<file path="config.mk">
export PLATFORM = sky130hd
export DESIGN_NAME = tone_sequencer
export DESIGN_NICKNAME = d
export VERILOG_FILES = /design/src/rtl/tone_sequencer_pkg.sv /design/src/rtl/tone_divider.sv /design/src/rtl/tone_sequencer.sv
export SDC_FILE = /design/constraint.sdc
export NUM_CORES = 1
export LEC_CHECK = 0
export CORE_MARGIN = 2
export CORE_UTILIZATION = 45
export DETAILED_ROUTE_END_ITERATION = 10
export SETUP_SLACK_MARGIN = 0.2
export SLEW_MARGIN = 10
export SYNTH_ARGS = -nofsm -noshare
export SYNTH_HDL_FRONTEND = slang
export SYNTH_SLANG_ARGS = --single-unit
</file>
<file path="constraint.sdc">
create_clock -name clk -period 5.1 [get_ports clk]
set_input_delay 1.02 -clock clk [delete_from_list [all_inputs] [get_ports clk]]
set_output_delay 1.02 -clock clk [all_outputs]
set_load 0.1 [all_outputs]
</file>
<file path="src/rtl/tone_sequencer_pkg.sv">
`default_nettype none
//============================================================================
// tone_sequencer_pkg - shared state encoding and default tone table | rev 1.0
//============================================================================
package tone_sequencer_pkg;

   typedef enum logic [1:0] {
      ST_IDLE = 2'd0,
      ST_PLAY = 2'd1,
      ST_GAP  = 2'd2,
      ST_OVER = 2'd3
   } state_e;

   localparam int DEF_DIV_W     = 15;
   localparam int DEF_NUM_TONES = 4;
   localparam logic [DEF_NUM_TONES*DEF_DIV_W-1:0] DEF_HALF_PERIODS =
      {15'd6250, 15'd8333, 15'd12500, 15'd25000};
   localparam int DEF_OVER_HALF = 30000;

endpackage : tone_sequencer_pkg
`default_nettype wire

</file>
<file path="src/rtl/tone_divider.sv">
`default_nettype none
//============================================================================
// tone_divider - reload-on-zero half-period counter driving a toggle flop | rev 1.0
//============================================================================
module tone_divider #(
   parameter int DIV_W = 15
) (
   input  logic             clk,
   input  logic             rst_n,
   input  logic             load_i,
   input  logic [DIV_W-1:0] half_i,
   input  logic             en_i,
   output logic             wave_o
);

   logic [DIV_W-1:0] reload_q;
   logic [DIV_W-1:0] cnt_q;
   logic             wave_q;

   // Half-periods of 0 and 1 both collapse to a toggle on every cycle.
   function automatic logic [DIV_W-1:0] start_count(input logic [DIV_W-1:0] h);
      return (h <= DIV_W'(1)) ? '0 : h - DIV_W'(1);
   endfunction

   always_ff @(posedge clk or negedge rst_n) begin
      if (!rst_n) begin
         reload_q <= '0;
         cnt_q    <= '0;
         wave_q   <= 1'b0;
      end else if (load_i) begin
         reload_q <= start_count(half_i);
         cnt_q    <= start_count(half_i);
         wave_q   <= 1'b1;
      end else if (en_i) begin
         if (cnt_q == '0) begin
            wave_q <= ~wave_q;
            cnt_q  <= reload_q;
         end else begin
            cnt_q <= cnt_q - DIV_W'(1);
         end
      end else begin
         cnt_q  <= '0;
         wave_q <= 1'b0;
      end
   end

   assign wave_o = wave_q;

endmodule : tone_divider
`default_nettype wire

</file>
<file path="src/rtl/tone_sequencer.sv">
`default_nettype none
//============================================================================
// tone_sequencer - timed, gapped tone player with pending slot and override | rev 1.0
//============================================================================
module tone_sequencer
   import tone_sequencer_pkg::*;
#(
   parameter int                           DIV_W        = DEF_DIV_W,
   parameter int                           NUM_TONES    = DEF_NUM_TONES,
   parameter int                           SEL_W        = 2,
   parameter logic [NUM_TONES*DIV_W-1:0]   HALF_PERIODS = DEF_HALF_PERIODS,
   parameter int                           OVER_HALF    = DEF_OVER_HALF,
   parameter int                           DUR_W        = 24,
   parameter int                           DUR_CYCLES   = 5000000,
   parameter int                           GAP_CYCLES   = 500000
) (
   input  logic             clk,
   input  logic             rst_n,
   input  logic             tone_req_i,
   input  logic [SEL_W-1:0] tone_sel_i,
   input  logic             game_over_i,
   output logic             speaker_o,
   output logic             busy_o,
   output logic [SEL_W-1:0] cur_tone_o,
   output logic             req_err_o
);

   localparam logic [DUR_W-1:0] DUR_LOAD  = DUR_W'(DUR_CYCLES - 1);
   localparam logic [DUR_W-1:0] GAP_LOAD  = DUR_W'(GAP_CYCLES - 1);
   localparam logic [DIV_W-1:0] OVER_DIV  = DIV_W'(OVER_HALF);
   localparam logic [SEL_W:0]   NUM_TONES_W = (SEL_W+1)'(NUM_TONES);

   state_e           state_q;
   logic [DUR_W-1:0] dur_q;
   logic [DUR_W-1:0] gap_q;
   logic             pend_valid_q;
   logic [SEL_W-1:0] pend_sel_q;
   logic [SEL_W-1:0] cur_tone_q;
   logic             busy_q;
   logic             req_err_q;

   logic             w_sel_ok;
   logic             w_req_ok;
   logic             w_req_bad;
   logic             w_start;
   logic [SEL_W-1:0] w_start_sel;
   logic             w_div_load;
   logic             w_div_en;
   logic [DIV_W-1:0] w_div_half;
   logic             w_wave;

   function automatic logic [DIV_W-1:0] tone_half(input logic [SEL_W-1:0] sel);
      return HALF_PERIODS[int'(sel)*DIV_W +: DIV_W];
   endfunction

   // Start/load decisions are shared by the FSM register and the divider.
   always_comb begin
      w_sel_ok    = ({1'b0, tone_sel_i} < NUM_TONES_W);
      w_req_ok    = tone_req_i && !game_over_i && w_sel_ok;
      w_req_bad   = tone_req_i && !game_over_i && !w_sel_ok;
      w_start     = 1'b0;
      w_start_sel = tone_sel_i;
      w_div_load  = 1'b0;
      w_div_en    = 1'b0;
      w_div_half  = '0;
      if (game_over_i) begin
         if (state_q != ST_OVER) begin
            w_div_load = 1'b1;
            w_div_half = OVER_DIV;
         end else begin
            w_div_en = 1'b1;
         end
      end else begin
         case (state_q)
            ST_IDLE: w_start = w_req_ok;
            ST_PLAY: w_div_en = (dur_q != '0);
            ST_GAP: begin
               if (gap_q == '0) begin
                  if (pend_valid_q) begin
                     w_start     = 1'b1;
                     w_start_sel = pend_sel_q;
                  end else begin
                     w_start = w_req_ok;
                  end
               end
            end
            default: ;
         endcase
         if (w_start) begin
            w_div_load = 1'b1;
            w_div_half = tone_half(w_start_sel);
         end
      end
   end

   always_ff @(posedge clk or negedge rst_n) begin
      if (!rst_n) begin
         state_q      <= ST_IDLE;
         dur_q        <= '0;
         gap_q        <= '0;
         pend_valid_q <= 1'b0;
         pend_sel_q   <= '0;
         cur_tone_q   <= '0;
         busy_q       <= 1'b0;
         req_err_q    <= 1'b0;
      end else begin
         req_err_q <= w_req_bad;
         if (game_over_i) begin
            state_q      <= ST_OVER;
            pend_valid_q <= 1'b0;
            busy_q       <= 1'b1;
         end else begin
            if (w_start) begin
               state_q    <= ST_PLAY;
               cur_tone_q <= w_start_sel;
               dur_q      <= DUR_LOAD;
               busy_q     <= 1'b1;
            end
            case (state_q)
               ST_PLAY: begin
                  if (w_req_ok) begin
                     pend_valid_q <= 1'b1;
                     pend_sel_q   <= tone_sel_i;
                  end
                  if (dur_q == '0) begin
                     state_q <= ST_GAP;
                     gap_q   <= GAP_LOAD;
                  end else begin
                     dur_q <= dur_q - DUR_W'(1);
                  end
               end
               ST_GAP: begin
                  if (gap_q != '0) begin
                     gap_q <= gap_q - DUR_W'(1);
                     if (w_req_ok) begin
                        pend_valid_q <= 1'b1;
                        pend_sel_q   <= tone_sel_i;
                     end
                  end else if (pend_valid_q) begin
                     // Slot drains into the new note; a same-edge request refills it.
                     pend_valid_q <= w_req_ok;
                     if (w_req_ok) pend_sel_q <= tone_sel_i;
                  end else if (!w_req_ok) begin
                     state_q <= ST_IDLE;
                     busy_q  <= 1'b0;
                  end
               end
               ST_OVER: begin
                  state_q <= ST_IDLE;
                  busy_q  <= 1'b0;
               end
               default: ;
            endcase
         end
      end
   end

   tone_divider #(
      .DIV_W (DIV_W)
   ) u_divider (
      .clk    (clk),
      .rst_n  (rst_n),
      .load_i (w_div_load),
      .half_i (w_div_half),
      .en_i   (w_div_en),
      .wave_o (w_wave)
   );

   assign speaker_o  = w_wave;
   assign busy_o     = busy_q;
   assign cur_tone_o = cur_tone_q;
   assign req_err_o  = req_err_q;

endmodule : tone_sequencer
`default_nettype wire
</file>
==> results.tsv <==
metric	value	unit
max frequency	0.2268	GHz
register area	2177	sq um
worst slack, placed	0.7890	ns
Die H	109.4	um
die area	11960	sq um
Power Dens Cells	390.2	nW/um^2
# IOs	11	
ratio of cells with drive above 1 in the final layout	0.06500	
Post-Syn Area	4995	sq um
Most Frequent Cell on Critical Path	ha_1	
CP max stage delay	0.67	ns
WP data arrival	4.64	ns
max-slew violation count	0	
Yosys warning count	0	
antenna viol nets, final	0	
DIE WIDTH	109.4	um
PortBufs	9	
Worst Slack Setup Final	0.6902	ns
CTS max path bufs	2	
Most used DFF post-synth	dfrtp_1	
Hold-fix buffers, CTS	0	
Via density	5.708	
number of synthesized flops with an enable pin	0	
CP Launch Type	register	
total CTS buffers	9	
Tot GR Track Use	0.2123	
# diodes	0	
drt drc	0	
Initial Utilization	0.4608	
post-route minimum period	4.410	ns
Fin Setup TNS	0	ns
vias in the first global route	4154	
mux contribution to synthesized area	0.01678	
final WL	11.39	mm
crit path max fanout	6	
sequential area share after synthesis	0.4359	
count leader, synth	dfrtp_1	
dpl hpwl	8.009	mm
post-synth top area cell	dfrtp_1	
synth top area cells	dfrtp_1, o21ai_0, nand2_1	
clock slew at reported path FFs	0.09	ns
status	finished, final reports clean	
Mapped Nets	612	
period utilization	0.8647	
max capacitance violation total	0	
post-synthesis cell count	590	
CTS tree	built	
async set or reset register ratio after synthesis	1.000	
post-synth top area share	0.4359	
htree depth	3	
RSZ-0062 raised after global routing	false	
routed len/inst	15.39	um
CTS root buffer	clkbuf_8	
crit end category	register	
Core Region	10840	sq um
first-pass GRT wire length	19.78	mm
Avg Inst Size Synth	8.466	sq um
Core Rows	38	
drt pass-1 iters	5	
most instantiated cells after synthesis	dfrtp_1, o21ai_0, nand2_1	
Skew-Pair Late Insertion Delay	0.37	ns
Pleak	0.002209	uW
global placer's final weighted congestion	0.8660	
Slew headroom	0.3506	
final instance area	5454	sq um
PostCTS Resize Cnt	0	
Post-Synth Simple-Gate Area	0.2535	
# fillers	1036	
FF+latch count, synth	87	
Adder-Cell Fraction of Synth Area	0.04008	
CP Class	reg -> reg	
largest net degree at the start of global routing	52	
worst-margin pin slew	0.9710	ns
Initial DRC Count	184	
Final Hold Viols	0	
Multi-input gate area	2654	sq um
nets@finish	617	
Num Clock Sinks	87	
vias post-DR	4224	
worst path cell trace	inv_1 -> ha_1 -> nor4b_1 -> nand2_1 -> nor4_1 -> mux2_2 -> inv_1 -> ha_1 -> and3_1 -> ha_1 -> nand2b_1 -> nand3_1 -> a211oi_1 -> nor2_1 -> o21ai_0 -> o21ai_0	
count of cell types in the netlist	53	
compound-gate portion of the synthesized area	0.1764	
slowest CP cell	nor4_1	
initial antenna violation count	0	
setup violators final	0	
Setup Skew	0.01473	ns
placed instance area	5218	sq um
xor and xnor area share after synthesis	0.04384	
global route total overflow	0	
worst min-delay path class	reg -> reg	
Req. time, crit path	5.33	ns
Max VDD drop	252.7	uV
Area Overhead vs Synth	9.193	%
combinational family with the most area after synthesis	simple AND/OR/NAND/NOR gates	
post-CTS setup buffers	0	
## final cells by class
class	count	share of cell area
multi-input cells	463	0.4866
flip-flops and latches	87	0.3992
well taps	140	0.03212
repair buffers	17	0.02707
clock buffers	10	0.02340
clock inverters	6	0.01996
inverters	17	0.01170
## routing by layer
layer	vias to the layer above	track usage	part of all wire	wire, um
met5	-	0	0	0
met2	77	0.3280	0.46	5202
met3	16	0.03794	0.037	416
met1	2013	0.2948	0.49	5555
met4	0	0.08861	0.019	216
li1	2118	-	-	-
## logic make-up (layout without fill, tap and decap cells)
| kind of cell | after synthesis | count (layout) |
|---|---|---|
| AOI/OAI and AO/OA | 153 | 153 |
| xor gates and xnor gates | 25 | 25 |
| adders and majority gates | 16 | 16 |
| buffers and inverters | 40 | 50 |
| DFF | 87 | 87 |
| muxes | 8 | 8 |
| other | 1 | 1 |
| and+or+nand+nor | 260 | 260 |
## flip-flops by register name, summed over array words and instances (netlist names), 2 cells and up
name	flops
u_divider.cnt_q	15
pend_sel_q	2
cur_tone_o	2
u_divider.reload_q	15
state_q	2
gap_q	24
dur_q	24
## worst paths after layout
check                                                  start                                 to  slack [ns]  depth (start not counted)
max                                     gap_q[0]$_DFFE_PN0P_       u_divider.cnt_q[2]$_DFF_PN0_        0.69                         16
min                        u_divider.reload_q[7]$_DFFE_PN0P_  u_divider.reload_q[7]$_DFFE_PN0P_        0.48                          2
max reg2reg                             gap_q[0]$_DFFE_PN0P_       u_divider.cnt_q[2]$_DFF_PN0_        0.69                         16
min reg2reg                u_divider.reload_q[7]$_DFFE_PN0P_  u_divider.reload_q[7]$_DFFE_PN0P_        0.48                          2
max in group asynchronous                              rst_n               dur_q[1]$_DFFE_PN0N_        3.47                          2
min in group asynchronous                              rst_n  u_divider.reload_q[9]$_DFFE_PN0P_        0.59                          1
## power breakdown
part | total, uW | switching (uW) | leakage (uW) | internal, uW
sequential | 988 | 153 | 0.00104 | 834
clock | 578 | 253 | 0.000120 | 325
combinational | 562 | 348 | 0.00105 | 214
## cells in the final DEF (no fill, tap or decap), drive strengths merged, types with 2 or more instances in the layout
| master | synthesis | layout |
|---|---|---|
| dfrtp | 87 | 87 |
| o21ai | 77 | 77 |
| nand2 | 74 | 74 |
| nor2 | 70 | 70 |
| nor3 | 32 | 32 |
| a21oi | 32 | 32 |
| xnor2 | 18 | 18 |
| inv | 17 | 17 |
| nor4 | 17 | 17 |
| ha | 16 | 16 |
| or4 | 13 | 13 |
| nand3 | 11 | 11 |
| clkbuf | 20 | 10 |
| buf | 3 | 9 |
| or3 | 9 | 9 |
| a31oi | 8 | 8 |
| clkdlybuf4s50 | 0 | 8 |
| nand2b | 7 | 7 |
| or2 | 7 | 7 |
| o31ai | 7 | 7 |
| xor2 | 7 | 7 |
| o22ai | 6 | 6 |
| mux2i | 5 | 5 |
| nand4 | 5 | 5 |
| and3 | 4 | 4 |
| mux2 | 3 | 3 |
| o21a | 3 | 3 |
| nor3b | 3 | 3 |
| a211oi | 3 | 3 |
| a22o | 3 | 3 |
| bufinv | 0 | 3 |
| clkinv | 0 | 3 |
| nor2b | 2 | 2 |
| nand4b | 2 | 2 |
| o211ai | 2 | 2 |
| and2 | 2 | 2 |
| o21bai | 2 | 2 |
| a21o | 2 | 2 |
| o41ai | 2 | 2 |
## critical path, delay by kind of cell, from the launching register on
| kind | cells | cell delay, ns |
|---|---|---|
| mux | 1 | 0.47 |
| fa+ha+maj | 3 | 0.55 |
| flops | 1 | 0.38 |
| compound gates | 3 | 0.81 |
| simple gates | 7 | 1.79 |
| buf+inv | 2 | 0.29 |
## stage by stage
stage | util | std cells | hold WS, ns | total power [uW]
global placement | 0.4813 | 724 | 0.4529 | 1547
floorplan | - | 590 | 0.4386 | 1400
CTS | 0.5031 | 740 | 0.4802 | 2143
detailed placement | 0.4813 | 724 | 0.4592 | 1561
finish | 0.5031 | 740 | 0.4772 | 2128
global route | 0.5031 | 740 | 0.5009 | 2284
Note: power is estimated with default switching activity, not from simulation.
==> RTL change 1: new RTL, same settings <==
Re-encode `state_e` (4 states) as one-hot, 4 bits wide.
--- a/src/rtl/tone_sequencer_pkg.sv
+++ b/src/rtl/tone_sequencer_pkg.sv
@@ -5,9 +5,9 @@
 package tone_sequencer_pkg;
 
-   typedef enum logic [1:0] {
-      ST_IDLE = 2'd0,
-      ST_PLAY = 2'd1,
-      ST_GAP  = 2'd2,
-      ST_OVER = 2'd3
+   typedef enum logic [3:0] {
+      ST_IDLE = 4'b0001,
+      ST_PLAY = 4'b0010,
+      ST_GAP  = 4'b0100,
+      ST_OVER = 4'b1000
    } state_e;
 
Formal check against the unedited RTL: no difference found for any inputs over 10 cycles, from zero or initial values and one cycle with rst_n low; not proved beyond that.
==> RTL change 1 against the unedited design <==
- sequential power decreased by 14%
- die area rose by 6.0%
- routed wire length increased by 17%
- setup slack improved by 0.56 ns
- sequential cell count up 2
- worst hold slack worse by 0.0024 ns
- global-route usage grew 0.91 points
- synthesized area rose by 6.2%
- total power is 12% lower
- sequential share of layout area shrank 1.5 points
- synthesized cell count is 3.6% lower
- cell area is 6.4% higher
==> RTL change 1: results (changes against the unedited design) <==
status -> complete, no violations (unchanged)
Clk pin slew, worst setup/hold paths -> 0.07 ns (was 0.09 ns)
area of the multi-input gates -> 2850 um2 (was 2650 um2)
Fin Hold WS -> 0.475 ns (was 0.477 ns)
pwr/cell area -> 324 nW/um2 (was 390 nW/um2)
post-synthesis compound-gate area fraction -> 20.9% (was 17.6%)
Leakage -> 2.50 nW (was 2.21 nW)
clock power share -> 35.9% (was 27.2%)
Reg-to-Reg End -> u_divider.reload_q[4] (was u_divider.cnt_q[2])
wire length on met2 -> 6370 um (was 5200 um)
Placed Area -> 5510 um2 (was 5220 um2)
post_cts resized -> 0 (unchanged)
post-synthesis adder-cell area fraction -> 2.83% (was 4.01%)
M1 wire length -> 6350 um (was 5560 um)
Avg Cell Area, Syn -> 9.32 um2 (was 8.47 um2)
# fillers -> 1044 (was 1036)
detailed-route wire length per cell -> 18.6 um (was 15.4 um)
skew final -> 0.0140 ns (was 0.0147 ns)
Clk Tree Root Cell -> clkbuf_16 (was clkbuf_8)
post-synthesis async set-or-reset flop share -> 100% (unchanged)
Detailed Place HPWL -> 9180 um (was 8010 um)
cells on worst reg2reg path -> 15 (was 16)
Post-synth top cells -> dfrtp_1 (88), nor2_1 (36), nand2_1 (34), o21ai_0 (33) (was dfrtp_1 (87), o21ai_0 (75), nand2_1 (74), nor2_1 (70))
layout cells sized above 1 -> 8.71% (was 6.50%)
Synth Area in XOR/XNOR -> 1.98% (was 4.38%)
DR WL met3 -> 368 um (was 416 um)
synth top area cells -> dfrtp_1 (42%), o21ai_0 (3.1%), or4_1 (3.0%) (was dfrtp_1 (44%), o21ai_0 (7.5%), nand2_1 (5.6%))
crit-path max FO -> 7 (was 6)
GRT Total Usage -> 22.1% (was 21.2%)
CP max stage cell -> mux2i_1 (was nor4_1)
Hold Path Cell Cnt -> 1 (was 2)
register area share after synthesis -> 42.0% (was 43.6%)
Initial DRC Count -> 305 (was 184)
gpl congestion -> 0.821 (was 0.866)
Setup WS pre-CTS -> 1.01 ns (was 0.789 ns)
placed insts -> 701 (was 724)
sequential logic power -> 0.850 mW (was 0.988 mW)
R2R Setup Slk -> 1.25 ns (was 0.69 ns)
VDD IR max -> 0.197 mV (was 0.253 mV)
via count -> 4553 (was 4224)
Critical Path AT -> 4.11 ns (was 4.64 ns)
Yosys cell types -> 75 (was 53)
worst-skew pair later-pin latency -> 0.35 ns (was 0.37 ns)
Final nets -> 587 (was 617)
post-route insts no fill -> 717 (was 740)
met1 Use GR -> 30.0% (was 29.5%)
Hold Crit Endpoint -> u_divider.reload_q[10] (was u_divider.reload_q[7])
hold_sp -> u_divider.reload_q[10] (was u_divider.reload_q[7])
vias in the first global route -> 4487 (was 4154)
Slew Limit Headroom -> 31.2% (was 35.1%)
net switching power -> 0.586 mW (was 0.755 mW)
CP max stage delay -> 0.47 ns (was 0.67 ns)
global-route wire length before repair -> 22700 um (was 19800 um)
routing usage on met3 -> 2.65% (was 3.79%)
[RTL change 1: cell types whose count changed after synthesis, moves of 9 or more]
cell,before,now
buf_2,1,14
nand2_1,74,34
nand3_1,11,22
nor2_1,70,36
o211ai_1,2,12
o21ai_0,75,33
or4_1,12,21
xnor2_1,18,7
[RTL change 1: worst max-delay path by stage]
stage                                  to   startpoint  slack (ns)
detailed placement     u_divider.cnt_q[4]  game_over_i        1.01
floorplan           u_divider.reload_q[4]    gap_q[13]        1.62
global placement       u_divider.cnt_q[4]  game_over_i        1.13
global route        u_divider.reload_q[4]     gap_q[0]        0.88
CTS                 u_divider.reload_q[4]     gap_q[0]        1.27
finish              u_divider.reload_q[4]     gap_q[0]        1.25
[RTL change 1: layout make-up]
type	instances	area share, %
Clock buffer	12	4.25
Clock inverter	4	0.905
Inverter	21	1.36
Multi-Input combinational cell	428	49.1
Sequential cell	89	38.4
Tap cell	143	3.08
Timing Repair Buffer	20	2.93
==> RTL change 2: new RTL, same settings <==
Made on the original files. Set the parameter `DUR_W` to 20 (it was 24).
--- a/src/rtl/tone_sequencer.sv
+++ b/src/rtl/tone_sequencer.sv
@@ -11,5 +11,5 @@
    parameter logic [NUM_TONES*DIV_W-1:0]   HALF_PERIODS = DEF_HALF_PERIODS,
    parameter int                           OVER_HALF    = DEF_OVER_HALF,
-   parameter int                           DUR_W        = 24,
+   parameter int                           DUR_W        = 20,
    parameter int                           DUR_CYCLES   = 5000000,
    parameter int                           GAP_CYCLES   = 500000
Function: no difference found for any inputs over 10 cycles, from zero or initial values and one cycle with rst_n low; that may be too few to reach the edited logic, so the function may still have changed.
==> RTL change 2 against the unedited design <==
- setup slack improved by 0.67 ns
- sequential cell count shrank 8
- cell area down 8.2%
- total power shrank 13%
- sequential power decreased by 18%
- via count decreased by 16%
- die area shrank 8.1%
- routed wire length is 11% lower
- combinational power shrank 14%
- synthesized area shrank 8.4%
- clock power is 3% lower
==> RTL change 2: results (changes against the unedited design) <==
deepest clock path buffer count -> 2 (unchanged)
hold crit path type -> flip-flop to flip-flop (unchanged)
global route overflow -> 0 (unchanged)
DRT Pass-1 Iters -> 4 (was 5)
Setup Buffers After CTS -> 0 (unchanged)
Detailed Place HPWL -> 6900 um (was 8010 um)
Post-synth top cells -> dfrtp_1 (79), nand2_1 (50), nor2_1 (40), o21ai_0 (34), a21oi_1 (31) (was dfrtp_1 (87), o21ai_0 (75), nand2_1 (74), nor2_1 (70))
CP max stage delay -> 0.63 ns (was 0.67 ns)
H-tree depth -> 3 (unchanged)
measured slew at the worst slew-check pin -> 1.01 ns (was 0.971 ns)
post-synthesis async set-or-reset flop share -> 100% (unchanged)
gpl congestion -> 0.793 (was 0.866)
# fillers -> 957 (was 1036)
register area share after synthesis -> 43.2% (was 43.6%)
Synth Warn # -> 0 (unchanged)
Clk Tree Root Cell -> clkbuf_8 (unchanged)
layout cells sized above 1 -> 9.62% (was 6.50%)
initial antenna violation count -> 0 (unchanged)
post-synthesis compound-gate area fraction -> 15.6% (was 17.6%)
skew final -> 0.00629 ns (was 0.0147 ns)
final WL -> 10100 um (was 11400 um)
via count -> 3563 (was 4224)
post-synthesis net count -> 512 (was 612)
Yosys cell types -> 63 (was 53)
status -> complete, no violations (unchanged)
CP top delay family -> simple AND/OR/NAND/NOR gates (unchanged)
largest net degree at the start of global routing -> 80 (was 52)
# port buffers -> 9 (unchanged)
Top Registers -> dur_q x20, gap_q x20 (was dur_q x24, gap_q x24)
worst-skew pair later-pin latency -> 0.37 ns (about the same)
mux contribution to synthesized area -> 2.79% (was 1.68%)
post_cts resized -> 0 (unchanged)
post-synthesis adder-cell area fraction -> 4.37% (was 4.01%)
CP max stage cell -> or4_4 (was nor4_1)
VDD IR max -> 0.166 mV (was 0.253 mV)
Critical Path AT -> 3.98 ns (was 4.64 ns)
Placed Area -> 4760 um2 (was 5220 um2)
global-route wire length before repair -> 17800 um (was 19800 um)
Synth Area in XOR/XNOR -> 5.93% (was 4.38%)
Clk pin slew, worst setup/hold paths -> 0.08 ns
Diodes inserted -> 0 (unchanged)
GRT Total Usage -> 20.2% (was 21.2%)
crit-path max FO -> 6 (unchanged)
Initial DRC Count -> 208 (was 184)
Leakage -> 2.01 nW (was 2.21 nW)
R2R Setup Slk -> 1.36 ns (was 0.69 ns)
Final nets -> 516 (was 617)
CTS buffer count -> 9 (unchanged)
synth top area cells -> dfrtp_1 (43%), ha_1 (4.4%), xnor2_1 (4.2%) (was dfrtp_1 (44%), o21ai_0 (7.5%), nand2_1 (5.6%))
==> RTL change 2: cell count changes after synthesis, sizes merged, moves of 5 or more <==
| cell | before | now |
|---|---|---|
| nor4b | 1 | 7 |
| or3 | 9 | 15 |
| nand4 | 5 | 0 |
| nor2 | 70 | 44 |
| or4 | 13 | 8 |
| clkbuf | 20 | 12 |
| or2 | 7 | 1 |
| dfrtp | 87 | 79 |
| nand2 | 74 | 50 |
| nor3 | 32 | 20 |
| o21ai | 77 | 37 |
==> RTL change 2: worst paths after layout <==
kind,from,endpoint,cells past startpoint
min,u_divider.reload_q[6],u_divider.reload_q[6],1
max reg2reg,gap_q[10],u_divider.cnt_q[4],13
max,gap_q[10],u_divider.cnt_q[4],13
max in group asynchronous,rst_n,gap_q[2],1
min reg2reg,u_divider.reload_q[6],u_divider.reload_q[6],1
min in group asynchronous,rst_n,u_divider.cnt_q[1],1
==> RTL change 2: logic make-up after synthesis <==
logic type	count (synthesis)
AOI/OAI and AO/OA	115
xor gates and xnor gates	31
adders and majority gates	16
buffers and inverters	40
DFF	79
muxes	12
other	1
and+or+nand+nor	196
==> RTL change 2: power by group <==
| group | switching (mW) | internal (mW) | total, mW | leakage, nW |
|---|---|---|---|---|
| combinational | 0.308 | 0.174 | 0.482 | 0.986 |
| clock | 0.230 | 0.330 | 0.559 | 0.123 |
| sequential | 0.0901 | 0.719 | 0.809 | 0.901 |
| total | 0.628 | 1.22 | 1.85 | 2.01 |
==> RTL change 2: layout make-up <==
type | count | area (um2) | share of cell area, %
Timing Repair Buffer | 12 | 110 | 2.20
Inverter | 21 | 78.8 | 1.57
Sequential cell | 79 | 1980 | 39.5
Tap cell | 133 | 166 | 3.32
Clock inverter | 2 | 60.1 | 1.20
Clock buffer | 14 | 183 | 3.65
Multi-Input combinational cell | 371 | 2430 | 48.6
==> RTL change 2: routing by layer <==
metal,global-route usage [%],wire length [um]
met1,26.7,4710
met2,33.3,5030
met3,2.50,213
met4,8.57,169
met5,0,0
==> RTL change 2: through the flow <==
step	std cells	hold WS, ns	worst slack, ns
after floorplan	490	0.441	1.64
after global placement	616	0.453	1.45
after detailed placement	616	0.466	1.36
after CTS	632	0.483	1.37
after global routing	632	0.516	1.09
final	632	0.484	1.36
